--- src/rtl/des_ram_streamer.sv ---
// Streams 32-bit words from the DES output RAM to a 16-bit PipeOut through a show-ahead prefetch FIFO.
// Build option: define DES_STREAM_UNDERRUN_EN to compile in the sticky underrun detector.
module des_ram_streamer #(
    parameter int ADDR_W     = 9,
    parameter int FIFO_DEPTH = 8
) (
    input  logic              ti_clk,
    input  logic              reset_n,
    input  logic              start,
    input  logic [ADDR_W:0]   word_count,
    output logic              ram_en,
    output logic [ADDR_W-1:0] ram_addr,
    input  logic [31:0]       ram_dout,
    input  logic              ep_read,
    output logic [15:0]       ep_datain,
    output logic              busy,
    output logic              done,
    output logic              underrun
);
    localparam int PW = $clog2(FIFO_DEPTH);
    localparam int CW = PW + 1;

    typedef enum logic [1:0] {S_IDLE, S_FETCH, S_DRAIN, S_DONE} state_t;

    state_t            state_q;
    logic [ADDR_W:0]   remaining_q;
    logic [ADDR_W-1:0] ram_addr_q;
    logic              ram_en_q;
    logic              pend_q;
    logic              busy_q;
    logic              done_q;

    logic [15:0]       mem_q [FIFO_DEPTH];
    logic [PW-1:0]     wr_ptr_q;
    logic [PW-1:0]     rd_ptr_q;
    logic [CW-1:0]     count_q;
    logic [CW-1:0]     count_d;
    logic [CW:0]       need_w;
    logic              pop;
    logic              room_ok;

    assign pop     = ep_read && (count_q != '0);
    assign count_d = count_q + (pend_q ? CW'(2) : CW'(0)) - (pop ? CW'(1) : CW'(0));

    // Level after this edge plus the read the RAM samples at this edge
    // (ram_en_q) must leave room for two more entries; this allows one
    // issue every other cycle, matching one 16-bit pop per cycle.
    assign need_w  = {1'b0, count_d} + (ram_en_q ? (CW+1)'(4) : (CW+1)'(2));
    assign room_ok = need_w <= (CW+1)'(FIFO_DEPTH);

    always_ff @(posedge ti_clk or negedge reset_n) begin
        if (!reset_n) begin
            state_q     <= S_IDLE;
            remaining_q <= '0;
            ram_addr_q  <= '0;
            ram_en_q    <= 1'b0;
            pend_q      <= 1'b0;
            busy_q      <= 1'b0;
            done_q      <= 1'b0;
        end else begin
            ram_en_q <= 1'b0;
            done_q   <= 1'b0;
            pend_q   <= ram_en_q;
            if (ram_en_q)
                ram_addr_q <= ram_addr_q + ADDR_W'(1);
            case (state_q)
                S_IDLE: begin
                    if (start) begin
                        ram_addr_q <= '0;
                        if (word_count == '0) begin
                            remaining_q <= '0;
                            done_q      <= 1'b1;
                            state_q     <= S_DONE;
                        end else begin
                            ram_en_q    <= 1'b1;
                            busy_q      <= 1'b1;
                            remaining_q <= word_count - (ADDR_W+1)'(1);
                            state_q     <= (word_count == (ADDR_W+1)'(1)) ? S_DRAIN : S_FETCH;
                        end
                    end
                end
                S_FETCH: begin
                    if (room_ok) begin
                        ram_en_q    <= 1'b1;
                        remaining_q <= remaining_q - (ADDR_W+1)'(1);
                        if (remaining_q == (ADDR_W+1)'(1))
                            state_q <= S_DRAIN;
                    end
                end
                S_DRAIN: begin
                    if (!ram_en_q && !pend_q && count_d == '0) begin
                        busy_q  <= 1'b0;
                        done_q  <= 1'b1;
                        state_q <= S_DONE;
                    end
                end
                S_DONE:  state_q <= S_IDLE;
                default: state_q <= S_IDLE;
            endcase
        end
    end

    always_ff @(posedge ti_clk or negedge reset_n) begin
        if (!reset_n) begin
            wr_ptr_q <= '0;
            rd_ptr_q <= '0;
            count_q  <= '0;
        end else begin
            if (pend_q)
                wr_ptr_q <= wr_ptr_q + PW'(2);
            if (pop)
                rd_ptr_q <= rd_ptr_q + PW'(1);
            count_q <= count_d;
        end
    end

    always_ff @(posedge ti_clk) begin
        if (pend_q) begin
            mem_q[wr_ptr_q]          <= ram_dout[15:0];
            mem_q[wr_ptr_q + PW'(1)] <= ram_dout[31:16];
        end
    end

`ifdef DES_STREAM_UNDERRUN_EN
    logic underrun_q;

    always_ff @(posedge ti_clk or negedge reset_n) begin
        if (!reset_n)
            underrun_q <= 1'b0;
        else if (state_q == S_IDLE && start)
            underrun_q <= 1'b0;
        else if (ep_read && count_q == '0)
            underrun_q <= 1'b1;
    end

    assign underrun = underrun_q;
`else
    assign underrun = 1'b0;
`endif

    assign ep_datain = (count_q == '0) ? 16'h0000 : mem_q[rd_ptr_q];
    assign ram_en    = ram_en_q;
    assign ram_addr  = ram_addr_q;
    assign busy      = busy_q;
    assign done      = done_q;
endmodule

--- config.mk ---
export PLATFORM = sky130hd
export DESIGN_NAME = des_ram_streamer
export DESIGN_NICKNAME = d
export VERILOG_FILES = /design/src/rtl/des_ram_streamer.sv
export SDC_FILE = /design/constraint.sdc
export NUM_CORES = 1
export LEC_CHECK = 0
export CELL_PAD_IN_SITES_DETAIL_PLACEMENT = 2
export CELL_PAD_IN_SITES_GLOBAL_PLACEMENT = 2
export CORE_MARGIN = 3
export CORE_UTILIZATION = 41
export DETAILED_ROUTE_END_ITERATION = 12
export GPL_ROUTABILITY_DRIVEN = 0
export HOLD_SLACK_MARGIN = 0.12
export PLACE_DENSITY_LB_ADDON = 0.1
export SLEW_MARGIN = 20
export SYNTH_ARGS = -nofsm -noshare
export SYNTH_HDL_FRONTEND = slang
export SYNTH_SLANG_ARGS = --single-unit
--- constraint.sdc ---
create_clock -name ti_clk -period 4.7 [get_ports ti_clk]
set_input_delay 0.94 -clock ti_clk [delete_from_list [all_inputs] [get_ports ti_clk]]
set_output_delay 0.94 -clock ti_clk [all_outputs]
set_load 0.05 [all_outputs]
==> impl_metrics.csv <==
group,metric,value,unit
clock_tree,clock_latency,430,ps
timing,timing.fmax,0.237,GHz
run,number_of_max_cap_violations,0,
floorplan,die_x,138,um
clock_tree,tritoncts_clock_tree,"yes",
route,highest_layer,"met4",
clock_tree,ctsHoldBuffers,0,
power_and_ir_drop,p_leak,3.17,nW
cells_and_area,final_nets,597,
global_routing,grt_antenna_before_repair,0,
route,route.met3.wl,527,um
floorplan,top_level_ports,75,
synth,synth_seq_cells,162,
synth,synth_async_sr_flop_share,21.0,%
synth,netlist.top_cell.by_area,"sky130_fd_sc_hd__edfxtp_1",
clock_tree,worst_setup_hold_path_clk_slew,60,ps
synth,syn_area,7120,um^2
clock_tree,cts-htree-levels,4,
power_and_ir_drop,clockPowerShare,22.6,%
worst_setup_path,crit_arrival,4520,ps
synth,postSynth.topFlopCell,"sky130_fd_sc_hd__edfxtp_1",
placement,post_place_worst_slack,45.5,ps
placement,place_hpwl,11900,um
worst_setup_path,cpPeakStageDelay,580,ps
power_and_ir_drop,power.ir.vdd_worst,0.470,mV
power_and_ir_drop,cell_internal_pwr,3.89,mW
global_routing,globalRouteOverflowTotal,0,
worst_setup_path,critical_path.n_buffers_inverters,3,
synth,ys_types,58,
worst_setup_path,critical-path-top-delay-family,"adder cells",
worst_setup_path,reg2reg_depth,15,
clock_tree,clockRootBuffer,"sky130_fd_sc_hd__clkbuf_16",
route,drc,0,
floorplan,floorplan.die.height,138,um
synth,post_synth.cell_area_avg,15.8,um^2
worst_setup_path,worst-endpoint-required,5010,ps
route,average_detailed_routed_wire_length_per_instance,23.7,um
worst_setup_path,worstSetupPathType,"input port to register",
worst_setup_path,path_max_fanout,4,
global_routing,number_of_global_route_vias_before_repair,4934,
worst_setup_path,critical_path.startpoint_type,"input port",
worst_setup_path,timing.reg2reg.setup_slack,710,ps
power_and_ir_drop,power.density,734,nW/um^2
synth,syn_nets,518,
timing,timing.final.crit_period,4220,ps
timing,setup_repair_after_global_routing_missed_its_margin,"false",
worst_setup_path,endpoint_kind,"register",
cells_and_area,antennaDiodeCount,0,
floorplan,floorplan.die_area,19000,um^2
timing,finalMaxSlewViolations,0,
timing,timing.slew.headroom,37.0,%
power_and_ir_drop,p_total,6.39,mW
synth,synth.top_cells.by_area,"sky130_fd_sc_hd__edfxtp_1 54%, sky130_fd_sc_hd__dfrtp_1 12%, sky130_fd_sc_hd__mux4_2 10%",
timing,timing.final.hold_violations,0,
route,m1WireLength,7320,um
floorplan,floorplan.initialDensity,42.5,%
route,dr_wl_met2,9940,um
power_and_ir_drop,power_switching_share,39.1,%
global_routing,pin_count_of_the_biggest_net_entering_global_routing,33,
global_routing,grt_pass1_wl,28700,um
route,first_pass_iteration_count_of_the_detailed_router,4,
timing,final.setup.tns,0,ps
route,total_routed_wirelength,18100,um
run_status,run_status,"finished clean",
global_routing,groute.usage.overall,20.7,%
timing,timing_worst_slew_pin_value,946,ps
clock_tree,ctsResizeCount,0,
cells_and_area,area_growth,22.2,%
floorplan,coreArea,16800,um^2
worst_setup_path,reg2reg_from,"count_q[2]",
route,via_per_inst,5.50,
route,drt.antenna.violating_nets,0,
min_path,min-delay-path-class,"input port to async pin",
synth,edff_count_synth,128,
route,detail_route.iter0.violations,163,
power_and_ir_drop,netSwitchingPower,2.50,mW
power_and_ir_drop,power_frac_seq,33.4,%
timing,fin_worst_skew,13.0,ps
synth,synth-seq-area-share,65.9,%
cells_and_area,layout.area.seq,4700,um^2
timing,setup_viol_count_final,0,
route,num_vias,4197,
worst_setup_path,worst_path_cell_trace,"clkdlybuf4s50_1 > nor2b_1 > ha_1 > inv_1 > ha_1 > fa_1 > inv_1 > fa_1 > and3b_1 > o211a_1 > or2_2 > o2111a_2 > mux2_4",
clock_tree,cts_setup_buffers,0,
synth,yosys.area.top_type_share,54.0,%
worst_setup_path,worst_r2r_endpoint,"state_q[1]",
clock_tree,num_cts_buffers,17,
synth,syn-instance-count,451,
worst_setup_path,crit_slowest_cell,"sky130_fd_sc_hd__fa_1",
placement,place.port_buffers,73,
clock_tree,max_buffers_root_to_sink,2,
power_and_ir_drop,comb_power_share,43.9,%
cells_and_area,multiInputGateArea,2220,um^2
timing,final_worst_path_period_share,89.8,%
synth,synth-warning-count,0,
timing,setup_slack,481,ps
clock_tree,clock_sinks,162,
floorplan,num_rows,47,
cells_and_area,share_of_post_route_cells_with_drive_strength_above_1,16.4,%
cells_and_area,fill_cells,1533,
state kept, by name, indices dropped and copies added, names as in the netlist:
signal,cells
busy,1
count_q,4
done,1
mem_q,128
pend_q,1
ram_addr,9
ram_en,1
rd_ptr_q,3
remaining_q,10
state_q,2
wr_ptr_q,2
per-stage QoR:
| step | instances | util (%) | hold slack [ps] | instance area [um^2] |
|---|---|---|---|---|
| 4_1_cts | 763 | 51.9 | 563 | 8700 |
| 3_3_place_gp | 731 | 48.3 | 511 | 8090 |
| 5_1_grt | 763 | 51.9 | 501 | 8700 |
| 6_report | 763 | 51.9 | 486 | 8700 |
| 3_5_place_dp | 731 | 48.3 | 536 | 8090 |
| 2_1_floorplan | 451 | - | 491 | 7120 |
cells in the mapped netlist, types with 5 or more instances:
cell type and count:
sky130_fd_sc_hd__buf_2 5, sky130_fd_sc_hd__edfxtp_1 128, sky130_fd_sc_hd__inv_1 27, sky130_fd_sc_hd__nor3_1 9, sky130_fd_sc_hd__nand2_1 17, sky130_fd_sc_hd__o21ai_0 15
sky130_fd_sc_hd__xnor2_1 5, sky130_fd_sc_hd__nand3_1 5, sky130_fd_sc_hd__mux4_2 32, sky130_fd_sc_hd__a21oi_1 10, sky130_fd_sc_hd__ha_1 19, sky130_fd_sc_hd__xor2_1 7
sky130_fd_sc_hd__or3_1 6, sky130_fd_sc_hd__mux2i_1 21, sky130_fd_sc_hd__and2_1 6, sky130_fd_sc_hd__clkbuf_1 13, sky130_fd_sc_hd__nor2_1 33, sky130_fd_sc_hd__dfrtp_1 34
metal layers:
metal | vias up | track usage, %
met5 | - | 0
li1 | 1882 | -
met3 | 24 | 4.05
met2 | 82 | 37.8
met4 | 0 | 6.04
met1 | 2209 | 24.9
worst max-delay path by stage:
stage / start / to / slack, ps / depth (start not counted)
global route: ep_read / state_q[1] / 320 / 13
finish: ep_read / state_q[1] / 480 / 13
detailed placement: ep_read / state_q[1] / 50 / 13
global placement: ep_read / state_q[1] / 200 / 13
floorplan: ep_read / state_q[1] / 690 / 12
CTS: ep_read / state_q[1] / 480 / 13
cell type report:
class / instances / area share (%)
Timing Repair Buffer: 82 / 9.12
Sequential cell: 162 / 54.0
Inverter: 28 / 1.21
Multi-Input combinational cell: 239 / 25.5
Clock inverter: 12 / 1.80
Tap cell: 220 / 3.16
Clock buffer: 20 / 5.25
power groups by stage:
stage	Combinational, mW	Clock [mW]	Sequential (mW)
after floorplan	1.99	0	2.09
after global placement	2.70	0	2.11
after detailed placement	2.84	0	2.16
after CTS	2.87	1.47	2.15
after global routing	3.07	1.53	2.18
final	2.81	1.45	2.13
cell families after synthesis:
kind of cell,Yosys count,synth area share (%)
adder cells (fa/ha/maj),21,3.90
flip-flops,162,65.9
XOR/XNOR,12,1.48
multiplexers,56,13.6
AO/OA/AOI/OAI,50,4.78
other,1,0.0527
AND/OR/NAND/NOR,99,7.26
buffers and inverters,50,2.99
layout by cell type, fill, tap and decap left out, drive strengths merged, types with 3 or more instances in the layout:
master | Yosys | final
bufinv | 0 | 3
edfxtp | 128 | 128
or3 | 6 | 6
mux2 | 3 | 3
o21ai | 15 | 15
and2 | 6 | 6
buf | 9 | 10
ha | 19 | 19
mux2i | 21 | 21
nor2 | 33 | 33
mux4 | 32 | 32
or4 | 3 | 3
nand2 | 17 | 17
o31ai | 3 | 3
nand4 | 4 | 4
inv | 27 | 29
nand3 | 5 | 5
a21oi | 10 | 10
xor2 | 7 | 7
clkdlybuf4s50 | 0 | 72
clkbuf | 13 | 20
clkinv | 1 | 6
nor4 | 3 | 3
xnor2 | 5 | 5
dfrtp | 34 | 34
and3 | 3 | 3
nor3 | 9 | 9
(Power assumes the default switching activity.)
